### config.mk
export PLATFORM = sky130hd
export DESIGN_NAME = bilinear_sampler
export DESIGN_NICKNAME = d
export VERILOG_FILES = /design/src/rtl/bilinear_sampler.sv
export SDC_FILE = /design/constraint.sdc
export NUM_CORES = 1
export LEC_CHECK = 0
export ABC_AREA = 1
export BUFFER_PORTS_ARGS = -buffer_cell sky130_fd_sc_hd__buf_2
export CAP_MARGIN = 20
export CORE_ASPECT_RATIO = 1.4
export CORE_MARGIN = 2
export CORE_UTILIZATION = 35
export CTS_CLUSTER_SIZE = 25
export DETAILED_ROUTE_END_ITERATION = 6
export SLEW_MARGIN = 5
export SYNTH_ARGS = -nofsm -noshare
export SYNTH_HDL_FRONTEND = slang
export SYNTH_SLANG_ARGS = --single-unit
export TNS_END_PERCENT = 50
### constraint.sdc
create_clock -name i_clk -period 2.7 [get_ports i_clk]
set_input_delay 0.27 -clock i_clk [delete_from_list [all_inputs] [get_ports i_clk]]
set_output_delay 0.27 -clock i_clk [all_outputs]
set_load 0.02 [all_outputs]
### src/rtl/bilinear_sampler.sv
// Walks 8 radius-2 points around a centre pixel. For each point it fetches the 2x2 neighbourhood
// and hands the pixels and the Q16.8 coordinate to a downstream interpolator.
module bilinear_sampler #(
  parameter int WIDTH  = 8,
  parameter int FIXED  = 24,
  parameter int IMG_W  = 64,
  parameter int ADDR_W = 16
) (
  input  logic              i_clk,
  input  logic              i_rst,
  input  logic              i_start,
  input  logic [WIDTH-1:0]  i_cx,
  input  logic [WIDTH-1:0]  i_cy,
  output logic              o_busy,
  output logic              o_rd_en,
  output logic [ADDR_W-1:0] o_rd_addr,
  input  logic [WIDTH-1:0]  i_rd_data,
  output logic              o_valid,
  input  logic              i_ready,
  output logic [WIDTH-1:0]  o_pixel_00,
  output logic [WIDTH-1:0]  o_pixel_01,
  output logic [WIDTH-1:0]  o_pixel_10,
  output logic [WIDTH-1:0]  o_pixel_11,
  output logic [WIDTH-1:0]  o_x_ori,
  output logic [WIDTH-1:0]  o_y_ori,
  output logic [FIXED-1:0]  o_x_ne,
  output logic [FIXED-1:0]  o_y_ne,
  output logic [2:0]        o_pt_idx,
  output logic              o_last,
  output logic              o_done
);

  localparam int CW = WIDTH + 8;

  typedef enum logic [3:0] {
    S_IDLE, S_CALC, S_RD0, S_RD1, S_RD2, S_RD3, S_WAIT, S_OUT, S_DONE
  } state_t;

  state_t             state_reg, state_next;
  logic [WIDTH-1:0]   cx_reg, cy_reg;
  logic [2:0]         k_reg;
  logic [CW-1:0]      x_ne_reg, y_ne_reg;
  logic [CW-1:0]      x_ne_next, y_ne_next;
  logic signed [15:0] dx, dy;
  logic [WIDTH-1:0]   pixel_reg [4];
  logic [ADDR_W-1:0]  base_addr;

  // Radius-2 circle in Q8.8; 362 is 2*cos(45deg) rounded.
  always_comb begin
    dx = 16'sd0;
    dy = 16'sd0;
    case (k_reg)
      3'd0: begin dx =  16'sd512; dy =  16'sd0;   end
      3'd1: begin dx =  16'sd362; dy =  16'sd362; end
      3'd2: begin dx =  16'sd0;   dy =  16'sd512; end
      3'd3: begin dx = -16'sd362; dy =  16'sd362; end
      3'd4: begin dx = -16'sd512; dy =  16'sd0;   end
      3'd5: begin dx = -16'sd362; dy = -16'sd362; end
      3'd6: begin dx =  16'sd0;   dy = -16'sd512; end
      default: begin dx = 16'sd362; dy = -16'sd362; end
    endcase
  end

  assign x_ne_next = {cx_reg, 8'd0} + CW'(dx);
  assign y_ne_next = {cy_reg, 8'd0} + CW'(dy);
  assign base_addr = ADDR_W'(y_ne_reg[CW-1:8]) * ADDR_W'(IMG_W) + ADDR_W'(x_ne_reg[CW-1:8]);

  always_ff @(posedge i_clk or posedge i_rst) begin
    if (i_rst) begin
      state_reg <= S_IDLE;
      cx_reg    <= '0;
      cy_reg    <= '0;
      k_reg     <= '0;
      x_ne_reg  <= '0;
      y_ne_reg  <= '0;
    end else begin
      state_reg <= state_next;
      if (state_reg == S_IDLE && i_start) begin
        cx_reg <= i_cx;
        cy_reg <= i_cy;
        k_reg  <= '0;
      end
      if (state_reg == S_CALC) begin
        x_ne_reg <= x_ne_next;
        y_ne_reg <= y_ne_next;
      end
      if (state_reg == S_OUT && i_ready)
        k_reg <= k_reg + 3'd1;
    end
  end

  // Read data lags the strobe by one cycle, so pixel gi lands on the edge leaving RD1+gi.
  generate
    for (genvar gi = 0; gi < 4; gi++) begin : g_pix
      localparam logic [3:0] CAP = 4'(S_RD1) + 4'(gi);
      always_ff @(posedge i_clk or posedge i_rst) begin
        if (i_rst)
          pixel_reg[gi] <= '0;
        else if (4'(state_reg) == CAP)
          pixel_reg[gi] <= i_rd_data;
      end
    end
  endgenerate

  always_comb begin
    state_next = state_reg;
    o_rd_en    = 1'b0;
    o_rd_addr  = '0;
    case (state_reg)
      S_IDLE: if (i_start) state_next = S_CALC;
      S_CALC: state_next = S_RD0;
      S_RD0: begin
        state_next = S_RD1;
        o_rd_en    = 1'b1;
        o_rd_addr  = base_addr;
      end
      S_RD1: begin
        state_next = S_RD2;
        o_rd_en    = 1'b1;
        o_rd_addr  = base_addr + ADDR_W'(1);
      end
      S_RD2: begin
        state_next = S_RD3;
        o_rd_en    = 1'b1;
        o_rd_addr  = base_addr + ADDR_W'(IMG_W);
      end
      S_RD3: begin
        state_next = S_WAIT;
        o_rd_en    = 1'b1;
        o_rd_addr  = base_addr + ADDR_W'(IMG_W + 1);
      end
      S_WAIT: state_next = S_OUT;
      S_OUT:  if (i_ready) state_next = (k_reg == 3'd7) ? S_DONE : S_CALC;
      S_DONE: state_next = S_IDLE;
      default: state_next = S_IDLE;
    endcase
  end

  assign o_busy     = (state_reg != S_IDLE);
  assign o_valid    = (state_reg == S_OUT);
  assign o_last     = (state_reg == S_OUT) && (k_reg == 3'd7);
  assign o_done     = (state_reg == S_DONE);
  assign o_pt_idx   = k_reg;
  assign o_x_ne     = FIXED'(x_ne_reg);
  assign o_y_ne     = FIXED'(y_ne_reg);
  assign o_x_ori    = x_ne_reg[CW-1:8];
  assign o_y_ori    = y_ne_reg[CW-1:8];
  assign o_pixel_00 = pixel_reg[0];
  assign o_pixel_01 = pixel_reg[1];
  assign o_pixel_10 = pixel_reg[2];
  assign o_pixel_11 = pixel_reg[3];

endmodule

Yosys cells after proc, flatten, opt, wreduce, memory -nomap -nowiden --
Index checks and enable logic that the tools add are counted.
Storage, ports and cells: register bits after elaboration 87, input bits 28, output and inout port bits 120, word-level logic and storage cells 57
Cells by class: add/subtract/negate cells 7, equal/unequal tests 17, muxes and demuxes 10, reductions and logical operators 13
Operators by type and width (count):
- $pmux 16 s4 | 3
- $add 15x7->16 const B | 2
- $add 16x16->16 | 2
- $pmux 4 s8 | 1
- $add 15x1->16 const B | 1
- $eq 4x3->1 const B | 4
- $add 14x8->15 | 1
- $eq 3x3->1 const B | 4
- $mux 4 | 3
- $eq 4x2->1 const B | 2
- $reduce_or 2->1 | 4
- $eq 3x2->1 const B | 2
- $mux 3 | 2
- $eq 4x1->1 const B | 1
- $eq 4x4->1 const B | 1
- $logic_not 4->1 | 1
- $reduce_bool 4->1 | 1
- $reduce_or 4->1 | 1
- $add 3x1->3 const B | 1
- $eq 3x1->1 const B | 1
- $logic_and 1x1->1 | 3
- $logic_not 3->1 | 1
- $ne 2x1->1 const B | 1
- $ne 2x2->1 const B | 1
- 3 further kinds | 3

Logic depth before layout (Yosys ltp) --
depth after elaboration 4, mapped depth 20, mapped depth without buffers 20

Worst setup path after synthesis --
OpenSTA, ideal clock, no wires.
path type reg2reg, start point reg k_reg[0] (netlist: o_pt_idx[0]), end point reg x_ne_reg[14], library setup time 0.082 ns, arrival time 2.449 ns, required time 2.618 ns, slack 0.169 ns, stages on the path, launching flop included 21, path buffers 0, clock period less this slack 2.531 ns, path through dfrtp_1 > ha_1 > inv_1 > nand2_1 > o21ai_1 > inv_1 > nor2_1 > inv_1 > nor2_1 > ha_1 > inv_1 > fa_1 > inv_1 > nand3_1 > nand2_1 > nand2_1 > nand2_1 > nand2_1 > nand2_1 > nand2_1 > a31oi_1
Between the ends: word-level cells in the longest chain between the ends 4, elaborated cells between the ends (all ways) 10, those cells by class add/sub: 1; eq/ne: 5; mux: 1; reduce/logical: 3
RTL lines:
- from (decl) | RTL line 41 | logic [2:0] k_reg;
- from (signal assigned) | RTL line 88 | k_reg <= k_reg + 3'd1;
- $eq 3x3->1 or $eq 3x2->1 (tied branches) | RTL line 52 | case (k_reg)
- $reduce_or 2->1 (no line)
- $pmux 16 s4 (*) | RTL line 52
- named net dx[3] | RTL line 44 | logic signed [15:0] dx, dy;
- $add 16x16->16 (*) | RTL line 64 | assign x_ne_next = {cx_reg, 8'd0} + CW'(dx);
- to (signal assigned) | RTL line 84 | x_ne_reg <= x_ne_next;
- to (decl) | RTL line 42 | logic [CW-1:0] x_ne_reg, y_ne_reg;
The timed path passes the listed nets; every way through them passes the cells marked *. A chain may end at the register's enable or synchronous reset.

Final worst setup path --
start point reg x_ne_reg[14], end point out o_rd_addr[12]
Between the ends: word-level cells in the longest chain between the ends 3, elaborated cells between the ends (all ways) 5, those cells by class add/sub: 4; mux: 1
RTL lines:
- $add 14x8->15 (*) | RTL line 66 | assign base_addr = ADDR_W'(y_ne_reg[CW-1:8]) * ADDR_W'(IMG_W) + ADDR_W'(x_ne_reg[CW-1:8]);
- $add 15x7->16 (tied with other cells) | RTL line 130 | o_rd_addr = base_addr + ADDR_W'(IMG_W + 1);
- $pmux 16 s4 (*) | RTL line 109 | case (state_reg)
- to (decl) | RTL line 16 | output logic [ADDR_W-1:0] o_rd_addr,
Mark *: on every way between the ends. The rest lies on a longest branch, timed or not.

==> reports/qor.yml <==
async_flop_share: 1.000
status: "complete, but fails checks"
p_sw_frac: 0.4997
crit_start: "x_ne_reg[14]$_DFFE_PP0P_"
avgSynthCellArea_um2: 7.943
p_comb_frac: 0.623
rr_endpoint: "x_ne_reg[14]$_DFFE_PP0P_"
slew_headroom: 0.4417
synth_edf_count: 0
grt_max_degree: 50
clock_path_buffers: 2
crit_type: "flip-flop to primary output"
hpwl_um: 9346
die_w_um: 103.8
ir_drop_mv: 0.6513
rsz0062_at_grt: "true"
root_buffer: "clkbuf_16"
yosysWarningCount: 0
timing.final.ws_setup_ns: -0.005598
route.detailed.drc: 0
synthCells: 614
dr.pass1.iters: 4
fp.dieArea_mm2: 0.01491
yosysSeqAreaShare: 0.3951
synthFlopType: "dfrtp_1"
antennaDiodeCount: 0
violations: "negative setup slack"
area_growth_pct: 25.94
maxSlewViolCount: 0
power_density_mw_per_mm2: 1440
placedInstanceArea_mm2: 0.005509
fill_cells: 1401
cp_max_fo: 5
max_freq_ghz: 0.3696
arrival_ns: 2.44
min_period_ns: 2.706
synth_area_leader_cell: "dfrtp_1"
die_h_um: 143.7
cts_buffers: 9
drive_gt1_frac: 0.3418
wl_um: 12130
p_seq_frac: 0.240
fin_util: 0.4456
grt_usage: 0.1631
core_mm2: 0.01378
hold_violations: 0
reg2reg_depth: 19
finalNetCount: 799
synth_most_common_cell: "nand2_1"
holdWs_ns: 0.06576
setup_viol: 1
synth_area_leaders: "dfrtp_1, nand2_1, buf_4, ha_1, o21ai_0"
antenna_left: 0
dr_total_vias: 4286
hold_class: "primary input to asynchronous set/reset pin"
first_iter_violations: 162
io_pins: 148
htree_levels: 3
port_buffers: 128
fin_skew_ns: 0.009342
tritoncts: "done"
rr_startpoint: "o_pt_idx[1]$_DFFE_PP0P_"
netlist.area_leader.share: 0.3951
num_rows: 51
period_share: 1.002
leakagePower_nw: 3.296
finalNonFillerCells: 934
antenna_found_initial: 0
final_area_mm2: 0.006142
drv_cap: 0
dp.cells: 902
clock_latency_ns: 0.34
endpoint: "o_rd_addr[12]"
wl_per_cell_um: 12.99
p_int_mw: 4.425
cp-end-kind: "primary output"
cts.sink_count: 77
synthTopCellsByCount: "nand2_1, dfrtp_1, inv_1"
first_global_vias: 3959
rrSetupSlack_ns: 0.18
crit_path_start_kind: "flip-flop"
syn-cell-area_mm2: 0.004877
grt_pass1_wl_um: 19330
p_clk_frac: 0.137
place_congestion: 0.8045
start_util: 0.3538
p_sw_mw: 4.420
clk_pin_slew_ns: 0.06
viasPerCell: 4.589
required_ns: 2.43
synth_cell_types: 39
grt_remaining_overflow: 0
ys_seq_elements: 77
worst_slew_pin_slew_ns: 0.8365
## routing by layer
layer / GRT usage / share of wire / vias up
met5: 0 / 0 / -
met2: 0.2973 / 0.53 / 110
met4: 0.06543 / 0.021 / 0
met3: 0.03311 / 0.044 / 17
met1: 0.1878 / 0.41 / 1974
li1: - / - / 2185
## worst min-delay path by stage
stage,endpoint,slack (ns),cells past startpoint
4_1_cts,cy_reg[7]$_DFFE_PP0P_,0.10,2
6_report,cy_reg[7]$_DFFE_PP0P_,0.07,2
3_5_place_dp,cy_reg[7]$_DFFE_PP0P_,0.46,2
3_3_place_gp,cy_reg[7]$_DFFE_PP0P_,0.46,2
2_1_floorplan,o_pt_idx[1]$_DFFE_PP0P_,0.42,2
5_1_grt,cy_reg[7]$_DFFE_PP0P_,0.14,2
## per-stage QoR
step                      worst slack [ns]  setup TNS [ns]  power, mW
after floorplan                     0.1688               0      5.872
after global routing               -0.1312         -0.5006      9.640
after CTS                         -0.05144         -0.1173      8.613
after global placement              0.1090               0      7.096
final                            -0.005598       -0.005598      8.845
after detailed placement           0.02123               0      7.137
## layout by cell type, fill, tap and decap left out, types with 11 or more instances in the layout
cell and count:
nand2_2 14, nor2_4 11, o21ai_0 60, a21oi_1 12
nand3_2 11, ha_1 20, mux2_2 12, buf_4 28
nor2_1 26, nand3_1 35, buf_2 123, nand2_1 154
dfrtp_1 77, inv_1 56, conb_1 19
## what timing repair did
item / in CTS / in global routing
gates resized for setup: 23 / 36
hold endpoints to repair: 0 / 0
gates cloned: 0 / 0
setup buffers: 6 / 11
hold buffers: 0 / 0
pin swaps: 11 / 12
setup endpoints to repair: 7 / 9
## worst max-delay path, stage by stage (launching register included)
cell and delay [ns]:
dfrtp_1 0.38, ha_2 0.20, fa_2 0.61, ha_4 0.15
inv_2 0.04, nor2_4 0.10, nand3_4 0.09, nor2_4 0.12
nand2_1 0.07, nand2_1 0.07, nand3_2 0.06, nand3_2 0.09
buf_6 0.11
## power groups by stage
stage	clock network, mW	logic, mW	registers (mW)
floorplan	0	3.31	2.56
global placement	0	4.96	2.13
detailed placement	0	4.99	2.15
CTS	1.23	5.24	2.13
global route	1.29	6.14	2.21
finish	1.21	5.51	2.13
## logic make-up after synthesis
group           count (synthesis)  share of synthesized area
compound gates                 94                     0.1049
xor+xnor                        4                   0.007182
fa+ha+maj                      27                    0.07388
buf+inv                       122                     0.1331
flops                          77                     0.3951
mux                            12                    0.02771
other cells                     1                  0.0007689
simple gates                  277                     0.2573
## area by class of cell
type / count / area (um^2) / area share
Clock buffer: 9 / 225.2 / 0.03667
Clock inverter: 7 / 72.57 / 0.01182
Inverter: 68 / 261.5 / 0.04257
Multi-Input combinational cell: 433 / 2554 / 0.4158
Sequential cell: 77 / 1927 / 0.3137
Tap cell: 185 / 231.5 / 0.03769
Timing Repair Buffer: 155 / 870.8 / 0.1418
No activity file was read; power rests on OpenSTA's default activity.
